==> config.mk <==
export PLATFORM = sky130hd
export DESIGN_NAME = jk_bank_arbiter
export DESIGN_NICKNAME = d
export VERILOG_FILES = /design/src/rtl/jk_bank_pkg.sv /design/src/rtl/jk_cell.sv /design/src/rtl/jk_bank_arbiter.sv
export SDC_FILE = /design/constraint.sdc
export NUM_CORES = 1
export LEC_CHECK = 0
export CAP_MARGIN = 10
export CORE_ASPECT_RATIO = 0.8
export CORE_MARGIN = 2
export CORE_UTILIZATION = 45
export DETAILED_ROUTE_END_ITERATION = 10
export PLACE_DENSITY = 0.84
export SLEW_MARGIN = 25
export SYNTH_ARGS = -nofsm -noshare
export SYNTH_HDL_FRONTEND = slang
export SYNTH_SLANG_ARGS = --single-unit
==> constraint.sdc <==
create_clock -name clk -period 2.65 [get_ports clk]
set_clock_uncertainty 0.2 [all_clocks]
set_input_delay 0.53 -clock clk [delete_from_list [all_inputs] [get_ports clk]]
set_output_delay 0.53 -clock clk [all_outputs]
set_load 0.005 [all_outputs]
==> src/rtl/jk_bank_pkg.sv <==
// Shared types for the JK bank arbiter: cell command encoding, FSM states
// and the per-cell JK next-state rule.
package jk_bank_pkg;

    typedef enum logic [1:0] {
        JK_HOLD = 2'b00,
        JK_CLR  = 2'b01,
        JK_SET  = 2'b10,
        JK_TGL  = 2'b11
    } jk_cmd_e;

    typedef enum logic [1:0] {
        S_IDLE,
        S_APPLY,
        S_ACK
    } jkb_state_e;

    function automatic logic jk_next(logic q, jk_cmd_e cmd);
        logic r;
        r = q;
        case (cmd)
            JK_CLR:  r = 1'b0;
            JK_SET:  r = 1'b1;
            JK_TGL:  r = ~q;
            default: r = q;
        endcase
        return r;
    endfunction

endpackage

==> src/rtl/jk_cell.sv <==
// Single JK flip-flop cell of the shared bank, synchronous active-low reset.
module jk_cell
    import jk_bank_pkg::*;
(
    input  logic clk,
    input  logic reset,
    input  logic j,
    input  logic k,
    output logic q
);

    always_ff @(posedge clk) begin
        if (!reset) begin
            q <= 1'b0;
        end else begin
            q <= jk_next(q, jk_cmd_e'({j, k}));
        end
    end

endmodule

==> src/rtl/jk_bank_arbiter.sv <==
// Round-robin arbiter that applies one requester's JK command to a shared bank
// per IDLE/APPLY/ACK transaction. Define JKB_PRIORITY0_EN to give requester 0 priority.
module jk_bank_arbiter
    import jk_bank_pkg::*;
#(
    parameter int WIDTH = 8,
    parameter int N_REQ = 4,
    localparam int IDW = $clog2(N_REQ)
) (
    input  logic                   clk,
    input  logic                   reset,
    input  logic [N_REQ-1:0]       req_valid,
    input  logic [2*N_REQ-1:0]     req_cmd,
    input  logic [WIDTH*N_REQ-1:0] req_mask,
    output logic [N_REQ-1:0]       req_ready,
    output logic [WIDTH-1:0]       q,
    output logic                   busy,
    output logic [IDW-1:0]         grant_id
);

    jkb_state_e       state;
    jkb_state_e       state_next;
    logic             any_valid;
    logic             win_found;
    int               scan_idx;
    logic [IDW-1:0]   rr_ptr;
    logic [IDW-1:0]   rr_ptr_next;
    logic [IDW-1:0]   win_id;
    logic [IDW-1:0]   lat_id;
    jk_cmd_e          win_cmd;
    jk_cmd_e          lat_cmd;
    logic [WIDTH-1:0] win_mask;
    logic [WIDTH-1:0] lat_mask;
    logic [WIDTH-1:0] cell_j;
    logic [WIDTH-1:0] cell_k;

    assign any_valid = |req_valid;
    assign grant_id  = lat_id;

    always_ff @(posedge clk) begin
        if (!reset) begin
            state <= S_IDLE;
        end else begin
            state <= state_next;
        end
    end

    always_comb begin
        state_next = state;
        case (state)
            S_IDLE:  if (any_valid) state_next = S_APPLY;
            S_APPLY: state_next = S_ACK;
            S_ACK:   state_next = S_IDLE;
            default: state_next = S_IDLE;
        endcase
    end

    // Scan from rr_ptr upward with wrap-around; the first valid requester wins.
    always_comb begin
        win_id    = '0;
        win_found = 1'b0;
        scan_idx  = 0;
        for (int i = 0; i < N_REQ; i++) begin
            scan_idx = int'(rr_ptr) + i;
            if (scan_idx >= N_REQ) begin
                scan_idx = scan_idx - N_REQ;
            end
            if (!win_found && req_valid[IDW'(scan_idx)]) begin
                win_id    = IDW'(scan_idx);
                win_found = 1'b1;
            end
        end
`ifdef JKB_PRIORITY0_EN
        if (req_valid[0]) begin
            win_id = '0;
        end
`endif
    end

    always_comb begin
        win_cmd  = JK_HOLD;
        win_mask = '0;
        for (int i = 0; i < N_REQ; i++) begin
            if (win_id == IDW'(i)) begin
                win_cmd  = jk_cmd_e'(req_cmd[2*i +: 2]);
                win_mask = req_mask[WIDTH*i +: WIDTH];
            end
        end
    end

    always_comb begin
        rr_ptr_next = (lat_id == IDW'(N_REQ - 1)) ? '0 : lat_id + IDW'(1);
`ifdef JKB_PRIORITY0_EN
        if (lat_id == '0) begin
            rr_ptr_next = rr_ptr;
        end
`endif
    end

    // The command is captured at the grant so the requester's later edits cannot leak in.
    always_ff @(posedge clk) begin
        if (!reset) begin
            lat_id   <= '0;
            lat_cmd  <= JK_HOLD;
            lat_mask <= '0;
            rr_ptr   <= '0;
        end else begin
            if (state == S_IDLE && any_valid) begin
                lat_id   <= win_id;
                lat_cmd  <= win_cmd;
                lat_mask <= win_mask;
            end
            if (state == S_ACK) begin
                rr_ptr <= rr_ptr_next;
            end
        end
    end

    always_comb begin
        busy      = 1'b0;
        req_ready = '0;
        cell_j    = '0;
        cell_k    = '0;
        case (state)
            S_APPLY: begin
                busy   = 1'b1;
                cell_j = (lat_cmd == JK_SET || lat_cmd == JK_TGL) ? lat_mask : '0;
                cell_k = (lat_cmd == JK_CLR || lat_cmd == JK_TGL) ? lat_mask : '0;
            end
            S_ACK: begin
                busy = 1'b1;
                for (int i = 0; i < N_REQ; i++) begin
                    req_ready[i] = (lat_id == IDW'(i));
                end
            end
            default: begin
                busy = 1'b0;
            end
        endcase
    end

    for (genvar b = 0; b < WIDTH; b++) begin : g_cell
        jk_cell u_cell (
            .clk   (clk),
            .reset (reset),
            .j     (cell_j[b]),
            .k     (cell_k[b]),
            .q     (q[b])
        );
    end

    a_ready_onehot: assert property (@(posedge clk) disable iff (!reset)
        $onehot0(req_ready));

    a_ready_in_ack: assert property (@(posedge clk) disable iff (!reset)
        (req_ready != '0) |-> (state == S_ACK));

endmodule

# Word level (Yosys, flattened, before mapping)
# Cells that the tools add are included.
# op_classes
bitwise	8
eq_ne	36
mux	48
n_addsub	8
reduce_logical	22
order_cmp	8
# op_table
cell	n
$mux 8	8
$eq 2x2->1 const B	23
$mux 2	14
$eq 2x1->1 const B	12
$pmux 1 s3	8
$reduce_bool 3->1	8
$lt 2x4->1 const B	4
$mux 1	12
$ge 3x3->1 const B	3
$bmux 1 s2	4
$not 1->1	8
$sub 2x1->2 const B	4
$add 2x2->3 const B	2
$logic_not 2->1	3
$logic_and 1x1->1	4
$mux 4	1
$pmux 2 s2	1
$reduce_or 4->1	1
$add 2x1->3 const B	1
$ge 2x3->1 const B	1
$logic_not 1->1	3
$add 2x1->2 const B	1
$logic_or 1x1->1	2
$ne 2x2->1 const B	1
$reduce_or 2->1	1
# word_totals
wordCells	143
output_inout_bits	15
ff_bits	24

# Logic depth before layout (Yosys ltp)
# depth
ltp_word	20
depth_mapped	7

# Hierarchy
# From an unflattened synthesis, not the netlist that was laid out.
# hier_totals
hier_cells	156
hier_area_um2	1545.2
# modules_own_cells
mod	area_per_inst_um2	instances	cells_each
jk_bank_arbiter	1134.8	1	124
jk_cell	51.3	8	4

# Worst setup path before layout
# No wires, ideal clock.
# synth_timing
path_kind	input to register
start	input port req_valid[0]
end	register lat_cmd[1]
stages	7
arrival_time_ns	1.586
path_buffers	1
setup_slack_ns	0.732
setup_time_ns	0.133
path_cell_list	a21o_1 > a21oi_1 > o22a_1 > buf_6 > mux2_4 > o22ai_1 > a21oi_1
# synth_via
elab_chain_cells	18
word_cells_on_any_way	35
classes_between	eq/ne (3); mux (23); reduce/logical (9)
# synth_lines
element	line_no	rtl
start, declared	jk_bank_arbiter.sv:12	input logic [N_REQ-1:0] req_valid,
$bmux 1 s2	jk_bank_arbiter.sv:68	if (!win_found && req_valid[IDW'(scan_idx)]) begin
$mux 1 (not written as such) (2 in a row)	jk_bank_arbiter.sv:68	
$mux 1	jk_bank_arbiter.sv:68	
$logic_not 1->1	jk_bank_arbiter.sv:68	
$logic_and 1x1->1	jk_bank_arbiter.sv:68	
$mux 1	jk_bank_arbiter.sv:68	
$logic_not 1->1	jk_bank_arbiter.sv:68	
$logic_and 1x1->1	jk_bank_arbiter.sv:68	
$mux 1	jk_bank_arbiter.sv:68	
$logic_not 1->1	jk_bank_arbiter.sv:68	
$logic_and 1x1->1	jk_bank_arbiter.sv:68	
$mux 2	jk_bank_arbiter.sv:68	
$logic_not 2->1	jk_bank_arbiter.sv:84	if (win_id == IDW'(i)) begin
$mux 2 (4 in a row)	jk_bank_arbiter.sv:84	
end signal, assigned	jk_bank_arbiter.sv:110	lat_cmd <= win_cmd;
end, declared	jk_bank_arbiter.sv:31	jk_cmd_e lat_cmd;
# Parallel ways exist; a longest one is shown, timed or not. The select of a mux whose other input is x is not followed.
# A chain may end at the register's enable or synchronous reset.

# Worst setup path in the final report
# layout_timing
start	register state[0]
end	output port req_ready[3]
# layout_via
elab_chain_cells	2
# layout_lines
element	line_no	rtl
start, declared	jk_bank_arbiter.sv:21	jkb_state_e state;
start signal, assigned	jk_bank_arbiter.sv:44	state <= state_next;
$eq 2x2->1	jk_bank_arbiter.sv:124	case (state)
$mux 4	jk_bank_arbiter.sv:124	
end, declared	jk_bank_arbiter.sv:15	output logic [N_REQ-1:0] req_ready,
# Every way passes these cells.

==> results.yml <==
floorplan:
  core_um2: 3090
  die_y_um: 55.0
  start_util: 0.473
  die_area_um2: 3720
  io_pins: 61
  rows: 18
  die_w_um: 67.7
global_route:
  grt_pass1_vias: 1166
  overflow: 0
  track_usage: 0.193
  grt_pass1_wl_um: 5340
  antenna_found_initial: 0
  grt_max_degree: 19
layout:
  layout-drive-gt1-share: 0.0811
  area_delta_synth_final_pct: 45.3
  final_nets: 277
  final_common_cell: "clkdlybuf4s50_1"
  final_area_um2: 2120
  mostFrequentLayoutCells: "60 x clkdlybuf4s50_1, 24 x dfxtp_1, 18 x nand2_1"
  final_util: 0.688
  antenna_cells: 0
cts:
  cts_buffer_depth: 2
  post-cts-setup-buffer-count: 0
  clkTransAtPathRegs_ns: 0.08
  numCtsBuffers: 3
  htree_levels: 1
  tritoncts: "yes"
  cts_num_sinks: 24
  post_cts_resize_count: 0
  cts-root-buf: "clkbuf_8"
  clock_latency_ns: 0.27
  holdBufCountCts: 0
placed_design:
  io_buffers: 60
  gp_congestion: 0.823
  dp_hpwl_um: 2760
  place_area_um2: 2070
logic_synthesis:
  postSynthAreaPerCell_um2: 8.74
  yosysWarnings: 0
  synth_seq_cells: 24
  synth-seq-area-share: 0.329
  synthesis.nets: 221
  synth_top_area_frac: 0.329
  syn_area_um2: 1460
  synthTopCellsByArea: "dfxtp_1 33%, mux2i_1 8.2%, ha_1 6.9%"
  yosysUniqueCellTypes: 25
  syn_inst: 167
  synth_area_leader_cell: "dfxtp_1"
pwr:
  swShare: 0.271
  p_leak_nw: 0.787
  ir_drop_mv: 0.297
  p_int_mw: 0.678
  p_total_mw: 0.930
  combinationalPowerShare: 0.281
  p_per_area_nw_per_um2: 438
  power.switching_mw: 0.252
  pwr-share-clk: 0.266
  p_seq_frac: 0.453
critical_path:
  crit_arrival_ns: 1.65
  path_cells: "inv_1, ha_1, and2_1, clkdlybuf4s50_1"
  cp-start-kind: "flop"
  critPathMaxFanout: 6
  endpoint_kind: "primary output"
  cpPeakStageDelay_ns: 0.50
  slowest_stage: "clkdlybuf4s50_1"
  cp.required_ns: 1.92
  worst-setup-path-type: "reg2out"
  r2r_slack_ns: 0.50
route:
  vias: 1369
  first_pass_iters: 5
  drt-total-wl_um: 3370
  drt_iter0_markers: 86
  viasPerCell: 5.23
  drc: 0
  drt-wirelength-per-cell_um: 12.9
  ant_nets: 0
sta:
  relSlewSlack: 0.550
  post-route-min-period_ns: 2.38
  worstMarginPinSlew_ns: 0.673
  setup_tns_ns: 0
  rsz0062_at_grt: "false"
  slew_viol_final: 0
  timing.final.crit_share: 0.898
  fmax_mhz: 420
  setup_violations: 0
  finalHoldViolCount: 0
run:
  cap_violations: 0
min_path:
  hp-class: "reg2reg"
status:
  status: "complete, no violations"
## critical path, delay by kind of cell (launching register included)
kind	cells	cell delay [ns]
buf+inv	2	0.60
simple gates	1	0.16
fa+ha+maj	1	0.29
flops	1	0.34
## stage by stage
| stage | cells | hold WS [ns] | setup WS [ns] |
|---|---|---|---|
| floorplan | 167 | 0.259 | 0.732 |
| global placement | 258 | 0.284 | 0.0865 |
| detailed placement | 258 | 0.290 | 0.0283 |
| CTS | 262 | 0.302 | 0.256 |
| global route | 262 | 0.340 | 0.116 |
| finish | 262 | 0.301 | 0.270 |
## power groups by stage
stage	logic, mW	registers (mW)	clock network (mW)
5_1_grt	0.286	0.426	0.266
4_1_cts	0.261	0.420	0.252
3_5_place_dp	0.260	0.429	0
2_1_floorplan	0.143	0.420	0
6_report	0.261	0.421	0.248
3_3_place_gp	0.256	0.429	0
## flip-flops by register name (all words and copies together) (netlist names)
register / cells
g_cell.u_cell.q: 8
lat_mask: 8
grant_id: 2
lat_cmd: 2
rr_ptr: 2
state: 2
## synthesized netlist by cell type (all sizes together)
library cell  number
clkbuf             5
dfxtp             24
mux2               5
nand3b             1
a21o               1
mux2i             12
nor2               8
nand2b             4
nor2b              4
a21boi             3
inv                6
o21ai              8
ha                 8
o22a               1
a211oi             1
buf               10
nand2             18
nor4               1
and2               7
a21oi             14
o22ai              6
nand3             10
o221ai            10
## area by class of cell
class	instances	area (um2)
clock buffers	4	55.1
flip-flops and latches	24	480
fillers	264	963
multi-input cells	122	856
repair buffers	66	658
inverters	6	22.5
well taps	40	50.0
## per-layer routing
metal	share of wire	global-route usage
met5	0	0
met3	0.062	0.0445
met2	0.45	0.288
met4	0.0047	0.0408
met1	0.49	0.285
## worst paths after layout
path                  from      endpoint  cells after the start
setup / recovery  state[0]  req_ready[3]                      4
hold / removal    state[1]      state[1]                      2
setup reg to reg  state[1]   lat_mask[7]                      6
hold reg to reg   state[1]      state[1]                      2
## cell families after synthesis
group / Yosys count / synth area share
simple gates: 53 / 0.183
flops: 24 / 0.329
fa+ha+maj: 8 / 0.0686
compound gates: 44 / 0.201
mux: 17 / 0.134
buf+inv: 21 / 0.0848
(Power assumes the default switching activity.)
